--- config.mk ---
export PLATFORM = sky130hd
export DESIGN_NAME = frame_rgb_mean_flat
export DESIGN_NICKNAME = d
export VERILOG_FILES = /design/src/rtl/frame_rgb_mean_pkg.sv /design/src/rtl/frame_rgb_mean_if.sv /design/src/rtl/seq_div_u.sv /design/src/rtl/frame_rgb_mean.sv /design/src/flat_wrapper.sv
export SDC_FILE = /design/constraint.sdc
export NUM_CORES = 1
export LEC_CHECK = 0
export ABC_AREA = 1
export CAP_MARGIN = 20
export CORE_AREA = 10 10 236 238
export CTS_CLUSTER_DIAMETER = 200
export DETAILED_ROUTE_END_ITERATION = 6
export DIE_AREA = 0 0 246 248
export GPL_TIMING_DRIVEN = 0
export PLACE_DENSITY = 0.59
export SLEW_MARGIN = 20
export SYNTH_ARGS = -nofsm -noshare
export SYNTH_HDL_FRONTEND = slang
export SYNTH_SLANG_ARGS = --single-unit
--- constraint.sdc ---
create_clock -name clk -period 4.6 [get_ports clk]
set_input_delay 0.69 -clock clk [delete_from_list [all_inputs] [get_ports clk]]
set_output_delay 0.69 -clock clk [all_outputs]
set_load 0.02 [all_outputs]
--- src/rtl/frame_rgb_mean_pkg.sv ---
// Shared constants, FSM state type and frame-size helper for the per-frame RGB mean estimator.
package frame_rgb_mean_pkg;

  localparam int CH_W        = 8;
  localparam int NLINE_DEF   = 349;
  localparam int NSCREEN_DEF = 349;
  localparam int N_PIX       = NLINE_DEF * NSCREEN_DEF;
  localparam int N_HALF      = N_PIX / 2;

  typedef enum logic [1:0] {
    IDLE = 2'd0,
    DIV  = 2'd1,
    DONE = 2'd2
  } state_t;

  function automatic int pix_per_frame(input int nline, input int nscreen);
    return nline * nscreen;
  endfunction

endpackage

--- src/rtl/frame_rgb_mean_if.sv ---
// 24-bit RGB AXI-Stream tap (no tready): the mean estimator only observes the stream.
interface frame_rgb_mean_if;
  import frame_rgb_mean_pkg::*;

  logic                  tvalid;
  logic                  tuser;
  logic                  tlast;
  logic [3*CH_W-1:0]     tdata;

  modport master (output tvalid, output tuser, output tlast, output tdata);
  modport slave  (input  tvalid, input  tuser, input  tlast, input  tdata);

endinterface

--- src/rtl/seq_div_u.sv ---
// Unsigned restoring divider by a constant, one quotient bit per step; the step count is owned by the parent.
module seq_div_u #(
  parameter int ACC_W   = 26,
  parameter int DIVISOR = 1,
  parameter int OUT_W   = 8
) (
  input  logic             clk,
  input  logic             rst,
  input  logic             start,
  input  logic             step,
  input  logic             last,
  input  logic [ACC_W-1:0] dividend,
  output logic [OUT_W-1:0] quotient,
  output logic             done
);

  localparam logic [ACC_W-1:0] DIV_C = ACC_W'(DIVISOR);

  logic [ACC_W-1:0] rem_r;
  logic [ACC_W-1:0] quo_r;
  logic [ACC_W:0]   trial_s;
  logic [ACC_W-1:0] diff_s;
  logic             ge_s;

  // Trial subtraction; the difference always fits ACC_W bits because the divisor does.
  always_comb begin
    trial_s = {rem_r, quo_r[ACC_W-1]};
    ge_s    = (trial_s >= {1'b0, DIV_C});
    diff_s  = trial_s[ACC_W-1:0] - DIV_C;
  end

  // Dividend shifts out of quo_r as quotient bits shift in.
  always_ff @(posedge clk) begin
    if (rst) begin
      rem_r <= '0;
      quo_r <= '0;
      done  <= 1'b0;
    end else if (start) begin
      rem_r <= '0;
      quo_r <= dividend;
      done  <= 1'b0;
    end else if (step) begin
      rem_r <= ge_s ? diff_s : trial_s[ACC_W-1:0];
      quo_r <= {quo_r[ACC_W-2:0], ge_s};
      done  <= last;
    end else begin
      done  <= 1'b0;
    end
  end

  assign quotient = quo_r[OUT_W-1:0];

endmodule

--- src/rtl/frame_rgb_mean.sv ---
// Per-frame RGB channel mean estimator: accumulates each channel over a frame, then divides by the
// pixel count with three parallel sequential dividers and publishes rounded 8-bit means.
module frame_rgb_mean
  import frame_rgb_mean_pkg::*;
#(
  parameter int NLINE   = NLINE_DEF,
  parameter int NSCREEN = NSCREEN_DEF,
  parameter int ACC_W   = 26
) (
  input  logic                clk,
  input  logic                rst,
  frame_rgb_mean_if.slave     s_axis,
  output logic [CH_W-1:0]     mean_r,
  output logic [CH_W-1:0]     mean_g,
  output logic [CH_W-1:0]     mean_b,
  output logic                mean_valid,
  output logic                mean_err,
  output logic                busy,
  output logic                frame_drop
);

  localparam int N_PIX_L  = pix_per_frame(NLINE, NSCREEN);
  localparam int N_HALF_L = N_PIX_L / 2;
  localparam int LINE_W   = $clog2(NSCREEN + 1);
  localparam int PIX_W    = $clog2(NLINE + 1);
  localparam int ITER_W   = $clog2(ACC_W + 1);

  state_t             state_r, state_next;
  logic [ACC_W-1:0]   acc_r      [3];
  logic [ACC_W-1:0]   acc_base_s [3];
  logic [ACC_W-1:0]   ch_s       [3];
  logic [ACC_W-1:0]   sum_s      [3];
  logic [CH_W-1:0]    quo_s      [3];
  logic [2:0]         done_s;
  logic [ACC_W-1:0]   beat_cnt_r, beat_base_s;
  logic [LINE_W-1:0]  line_cnt_r, line_base_s;
  logic [PIX_W-1:0]   pix_cnt_r,  pix_base_s;
  logic               seen_r, seen_base_s;
  logic               eof_s, accept_s, err_s, err_r;
  logic               step_s, last_s, div_done_s;
  logic [ITER_W-1:0]  iter_r;

  // A tuser beat restarts the frame, so counters are evaluated against a restarted base.
  always_comb begin
    for (int i = 0; i < 3; i++) begin
      ch_s[i] = ACC_W'(s_axis.tdata[(2-i)*CH_W +: CH_W]);
    end
    if (s_axis.tuser) begin
      for (int i = 0; i < 3; i++) acc_base_s[i] = '0;
      beat_base_s = '0;
      line_base_s = '0;
      pix_base_s  = '0;
      seen_base_s = 1'b1;
    end else begin
      for (int i = 0; i < 3; i++) acc_base_s[i] = acc_r[i];
      beat_base_s = beat_cnt_r;
      line_base_s = line_cnt_r;
      pix_base_s  = pix_cnt_r;
      seen_base_s = seen_r;
    end
    eof_s = s_axis.tvalid & s_axis.tlast & (line_base_s == LINE_W'(NSCREEN - 1));
    for (int i = 0; i < 3; i++) begin
      sum_s[i] = acc_base_s[i] + ch_s[i] + ACC_W'(N_HALF_L);
    end
    err_s    = ((beat_base_s + ACC_W'(1)) != ACC_W'(N_PIX_L)) | ~seen_base_s;
    accept_s = eof_s & (state_r == IDLE);
  end

  // Frame accumulators and beat/line/pixel counters.
  always_ff @(posedge clk) begin
    if (rst) begin
      for (int i = 0; i < 3; i++) acc_r[i] <= '0;
      beat_cnt_r <= '0;
      line_cnt_r <= '0;
      pix_cnt_r  <= '0;
      seen_r     <= 1'b0;
    end else if (s_axis.tvalid) begin
      if (eof_s) begin
        for (int i = 0; i < 3; i++) acc_r[i] <= '0;
        beat_cnt_r <= '0;
        line_cnt_r <= '0;
        pix_cnt_r  <= '0;
        seen_r     <= 1'b0;
      end else begin
        for (int i = 0; i < 3; i++) acc_r[i] <= acc_base_s[i] + ch_s[i];
        beat_cnt_r <= beat_base_s + ACC_W'(1);
        seen_r     <= seen_base_s;
        if (s_axis.tlast) begin
          line_cnt_r <= line_base_s + LINE_W'(1);
          pix_cnt_r  <= '0;
        end else begin
          line_cnt_r <= line_base_s;
          pix_cnt_r  <= pix_base_s + PIX_W'(1);
        end
      end
    end
  end

  // The dividers load the rounded sums directly on the EOF edge, so they double as the snapshot.
  for (genvar g = 0; g < 3; g++) begin : g_div
    seq_div_u #(
      .ACC_W   (ACC_W),
      .DIVISOR (N_PIX_L),
      .OUT_W   (CH_W)
    ) u_div (
      .clk      (clk),
      .rst      (rst),
      .start    (accept_s),
      .step     (step_s),
      .last     (last_s),
      .dividend (sum_s[g]),
      .quotient (quo_s[g]),
      .done     (done_s[g])
    );
  end

  assign div_done_s = &done_s;

  // Next-state logic and divider stepping.
  always_comb begin
    state_next = state_r;
    step_s     = 1'b0;
    last_s     = (iter_r == ITER_W'(ACC_W - 1));
    case (state_r)
      IDLE: begin
        if (accept_s) state_next = DIV;
        else          state_next = IDLE;
      end
      DIV: begin
        if (div_done_s) begin
          state_next = DONE;
        end else begin
          state_next = DIV;
          step_s     = 1'b1;
        end
      end
      DONE:    state_next = IDLE;
      default: state_next = IDLE;
    endcase
  end

  // State register, shared iteration counter and frame-error snapshot.
  always_ff @(posedge clk) begin
    if (rst) begin
      state_r <= IDLE;
      iter_r  <= '0;
      err_r   <= 1'b0;
    end else begin
      state_r <= state_next;
      if (accept_s) begin
        iter_r <= '0;
        err_r  <= err_s;
      end else if (step_s) begin
        iter_r <= iter_r + ITER_W'(1);
      end
    end
  end

  // Published results; means hold across malformed frames.
  always_ff @(posedge clk) begin
    if (rst) begin
      mean_r     <= 8'd128;
      mean_g     <= 8'd128;
      mean_b     <= 8'd128;
      mean_valid <= 1'b0;
      mean_err   <= 1'b0;
      busy       <= 1'b0;
      frame_drop <= 1'b0;
    end else begin
      busy       <= (state_next != IDLE);
      frame_drop <= eof_s & (state_r != IDLE);
      if ((state_r == DIV) && div_done_s) begin
        mean_valid <= 1'b1;
        mean_err   <= err_r;
        if (!err_r) begin
          mean_r <= quo_s[0];
          mean_g <= quo_s[1];
          mean_b <= quo_s[2];
        end
      end else begin
        mean_valid <= 1'b0;
        mean_err   <= 1'b0;
      end
    end
  end

endmodule

--- src/flat_wrapper.sv ---
// flat-port wrapper written by rule: the top's interface ports become plain ports
module frame_rgb_mean_flat import frame_rgb_mean_pkg::*;
#(
  parameter int NLINE   = NLINE_DEF,
  parameter int NSCREEN = NSCREEN_DEF,
  parameter int ACC_W   = 26
)
  (clk, rst, mean_r, mean_g, mean_b, mean_valid, mean_err, busy, frame_drop, s_axis_tvalid, s_axis_tuser, s_axis_tlast, s_axis_tdata);
  frame_rgb_mean_if s_axis_i ();
  input  logic clk;
  input  logic rst;
  output logic [CH_W-1:0] mean_r;
  output logic [CH_W-1:0] mean_g;
  output logic [CH_W-1:0] mean_b;
  output logic mean_valid;
  output logic mean_err;
  output logic busy;
  output logic frame_drop;
  input wire logic [$bits(s_axis_i.tvalid)-1:0] s_axis_tvalid;
  input wire logic [$bits(s_axis_i.tuser)-1:0] s_axis_tuser;
  input wire logic [$bits(s_axis_i.tlast)-1:0] s_axis_tlast;
  input wire logic [$bits(s_axis_i.tdata)-1:0] s_axis_tdata;
  assign s_axis_i.tvalid = s_axis_tvalid;
  assign s_axis_i.tuser = s_axis_tuser;
  assign s_axis_i.tlast = s_axis_tlast;
  assign s_axis_i.tdata = s_axis_tdata;
  frame_rgb_mean #(.NLINE(NLINE), .NSCREEN(NSCREEN), .ACC_W(ACC_W)) u_core (.clk(clk), .rst(rst), .s_axis(s_axis_i), .mean_r(mean_r), .mean_g(mean_g), .mean_b(mean_b), .mean_valid(mean_valid), .mean_err(mean_err), .busy(busy), .frame_drop(frame_drop));
endmodule
==> reports/results.txt <==
Outcome: finished, final reports clean
CTS Hold Bufs: 0
Vias per std cell: 5.27
Leak: 0.00958 µW
Root buffer cell: clkbuf_16
Nets: 3275
Slowest cell on crit path: nand3_1
CTS tree: yes
Data arrival, critical path: 4820 ps
DRT Wirelength: 67.6 mm
Final Instance Count excl. Fillers: 3912
Initial core utilization: 39.5%
EDFF count, synth: 78
Minimum clock period: 4400 ps
Die H: 248 µm
Final ANT Viol Nets: 0
Area delta synth->final: 13.1%
Pre-CTS setup slack: -2210 ps
Seq/Total Area, Yosys: 34.4%
Final setup margin: 198 ps
Buf/Inv on CP: 8
Die width: 246 µm
Reg2reg end: u_core.g_div[2].u_div.quo_r[25]
Syn Nets: 3182
RSZ-0062 raised after global routing: no
Crit-path cells: buf_6 -> buf_6 -> buf_8 -> buf_4 -> nor2_1 -> inv_1 -> ha_1 -> nand3_1 -> nor4_1 -> nand3_1 -> clkinv_2 -> nor2_2 -> inv_2 -> buf_2 -> o22ai_1 -> a21oi_1 -> nor2_1
Number of synthesized register bits: 307
Crit path max-delay family: buffers and inverters
Async SR Flop Fraction: 0%
Routability cong.: 0.934
Fillers: 5282
IO buf count: 54
GR Overflow Total: 0
Slew Limit Fails: 0
Worst R2R Setup Slack: 1100 ps
I/O Pins: 57
Reg-to-reg critical path startpoint: u_core.line_cnt_r[0]
Clock sink count: 307
CP Max Fanout: 37
Cell variety after synth: 57
Cells on worst reg2reg path: 14
Final setup vio count: 0
Tot GR Track Use: 21.6%
Hold violation total from the final report: 0
Power per cell area: 286 nW/µm²
Initial DRC count: 1948
Multi-input logic area: 10900 µm²
CP max stage delay: 550 ps
Total CTS buffers: 39
DRC: 0
Post-route clock period utilization: 95.7%
Top FF cell, synth: dfxtp_1
Critical Path End: u_core.g_div[1].u_div.quo_r[1]
Sequential cell area: 6930 µm²
Share of layout cells above drive strength 1: 5.45%
Slew at the pin closest to its max-slew limit: 848 ps
Largest net degree at the start of global routing: 51
Worst Setup SP: s_axis_tuser
Max Cap Violations: 0
Clock transition at path regs: 60 ps
Worst path required time: 5020 ps
Yosys warnings: 0
Die footprint: 61000 µm²
Diodes inserted: 0
Setup Crit Path Kind: in -> reg
Average wire per standard cell: 17.3 µm
Routed via count: 20.6k
Global-route wire length before repair: 105 mm
Hold Path Class: reg -> reg
Longest Clk Path Bufs: 3
Max rail drop VDD: 0.000278 V
Fin Clk Skew: 12.0 ps
1st-pass router iterations: 6
CTS H-tree lvls: 2
Post-synthesis instance total: 3111
Most common cell after layout, fill and taps aside: nand2_1
DP Wirelength: 51.3 mm
Syn_area_per_cell: 6.47 µm²
Initial antenna violation count: 0
Critical Path Source Type: input port
Vias in the first global route: 19.3k
Max Freq: 227 MHz
Core footprint: 51000 µm²
Cell Area, Synth: 20100 µm²
Critical path endpoint category: flip-flop
Crit path depth: 17
Worst-Skew Late Latency: 550 ps
# rows: 83
Post-CTS setup buffer count: 0
Most frequent cells in the layout: nand2_1, inv_1, nor2_1, nand3_1, dfxtp_1
Rel. slew slack: 43.5%
Placed insts: 3846
==> worst min-delay path: stages, from the launching register on <==
cell     delay [ps]
dfxtp_1         310
nand2_1          60
a21oi_1          50
==> area by class of cell <==
cell class / count / share of cell area (%)
multi-input cells: 2220 / 47.8
inverters: 479 / 7.94
plain buffers: 102 / 2.20
well taps: 680 / 3.74
repair buffers: 55 / 2.46
flip-flops and latches: 307 / 30.4
clock inverters: 10 / 0.379
clock buffers: 59 / 5.02
==> metal layers <==
| layer | track usage, % | vias up | share of wire [%] |
|---|---|---|---|
| met2 | 35.2 | 639 | 45 |
| met5 | 0 | - | 0 |
| met1 | 29.4 | 9618 | 47 |
| met3 | 2.44 | 83 | 5.7 |
| met4 | 6.72 | 0 | 2.4 |
| li1 | - | 10300 | - |
==> flip-flops by register name, indices dropped and copies added (netlist names) <==
name                      cells
u_core.mean_r                 8
u_core.g_div.u_div.done       1
u_core.g_div.u_div.rem_r     78
u_core.busy                   1
u_core.mean_err               1
u_core.err_r                  1
u_core.seen_r                 1
u_core.iter_r                 5
u_core.state_r                2
u_core.mean_b                 8
u_core.mean_g                 8
u_core.frame_drop             1
u_core.acc_r                 78
u_core.g_div.u_div.quo_r     78
u_core.beat_cnt_r            26
u_core.line_cnt_r             9
u_core.mean_valid             1
==> report_power, final <==
group	internal (µW)	switching (µW)
sequential	2820	19.3
clock	1770	1240
combinational	186	474
==> metrics by stage <==
step / util [%] / hold WS [ps] / total power [µW] / instance area [µm²] / setup TNS, ps
finish: 44.6 / 471 / 6510 / 22800 / 0
global route: 44.6 / 487 / 6740 / 22800 / 0
global placement: 42.2 / 456 / 3540 / 21500 / -379740
detailed placement: 42.2 / 461 / 3550 / 21500 / -258510
CTS: 44.6 / 470 / 6560 / 22800 / 0
floorplan: - / 437 / 3330 / 20100 / 0
==> what timing repair did <==
action                     CTS  global route
pin swaps                    0             0
setup endpoints to repair  218            21
resized for setup            2             9
==> cell families (layout without fill, tap and decap cells) <==
logic type | count (synthesis) | in the layout | share of synthesized area (%)
and+or+nand+nor | 1602 | 1602 | 34.2
buffers and inverters | 584 | 705 | 11.5
AOI/OAI and AO/OA | 486 | 486 | 13.2
DFF | 307 | 307 | 34.4
xor gates and xnor gates | 90 | 90 | 3.96
adders and majority gates | 42 | 42 | 2.72
==> worst min-delay path by stage <==
| stage | from | endpoint | slack, ps | cells after the start |
|---|---|---|---|---|
| floorplan | u_core.g_div[0].u_div.quo_r[4] | u_core.mean_r[4] | 440 | 2 |
| global placement | u_core.beat_cnt_r[0] | u_core.beat_cnt_r[0] | 460 | 2 |
| detailed placement | u_core.g_div[2].u_div.rem_r[1] | u_core.g_div[2].u_div.rem_r[1] | 460 | 2 |
| CTS | u_core.g_div[2].u_div.rem_r[1] | u_core.g_div[2].u_div.rem_r[1] | 470 | 2 |
| global route | u_core.g_div[2].u_div.rem_r[1] | u_core.g_div[2].u_div.rem_r[1] | 490 | 2 |
| finish | u_core.g_div[2].u_div.rem_r[1] | u_core.g_div[2].u_div.rem_r[1] | 470 | 2 |
==> Yosys cell counts (6+ instances only) <==
cell type  count  area share [%]
clkbuf_1      59             1.1
inv_2          6            0.11
nand4_1       65             2.0
edfxtp_1      78              12
nand2_2       20            0.62
nand3_1      248             6.2
xor2_1        66             2.9
nor4_1        11            0.34
o21ai_0      154             3.8
nand3b_1      16            0.60
nor2_2        24            0.75
ha_1          39             2.4
dfxtp_1      229              23
a31oi_1       33             1.0
buf_2         30            0.75
nor3_2         6            0.30
nor2_1       413             7.7
nand2_1      737              14
nor3_1        42             1.0
a21oi_1      200             5.0
o22ai_1       57             1.8
inv_1        470             8.8
xnor2_1       23             1.0
o211ai_1      12            0.45
(Power assumes the default switching activity.)
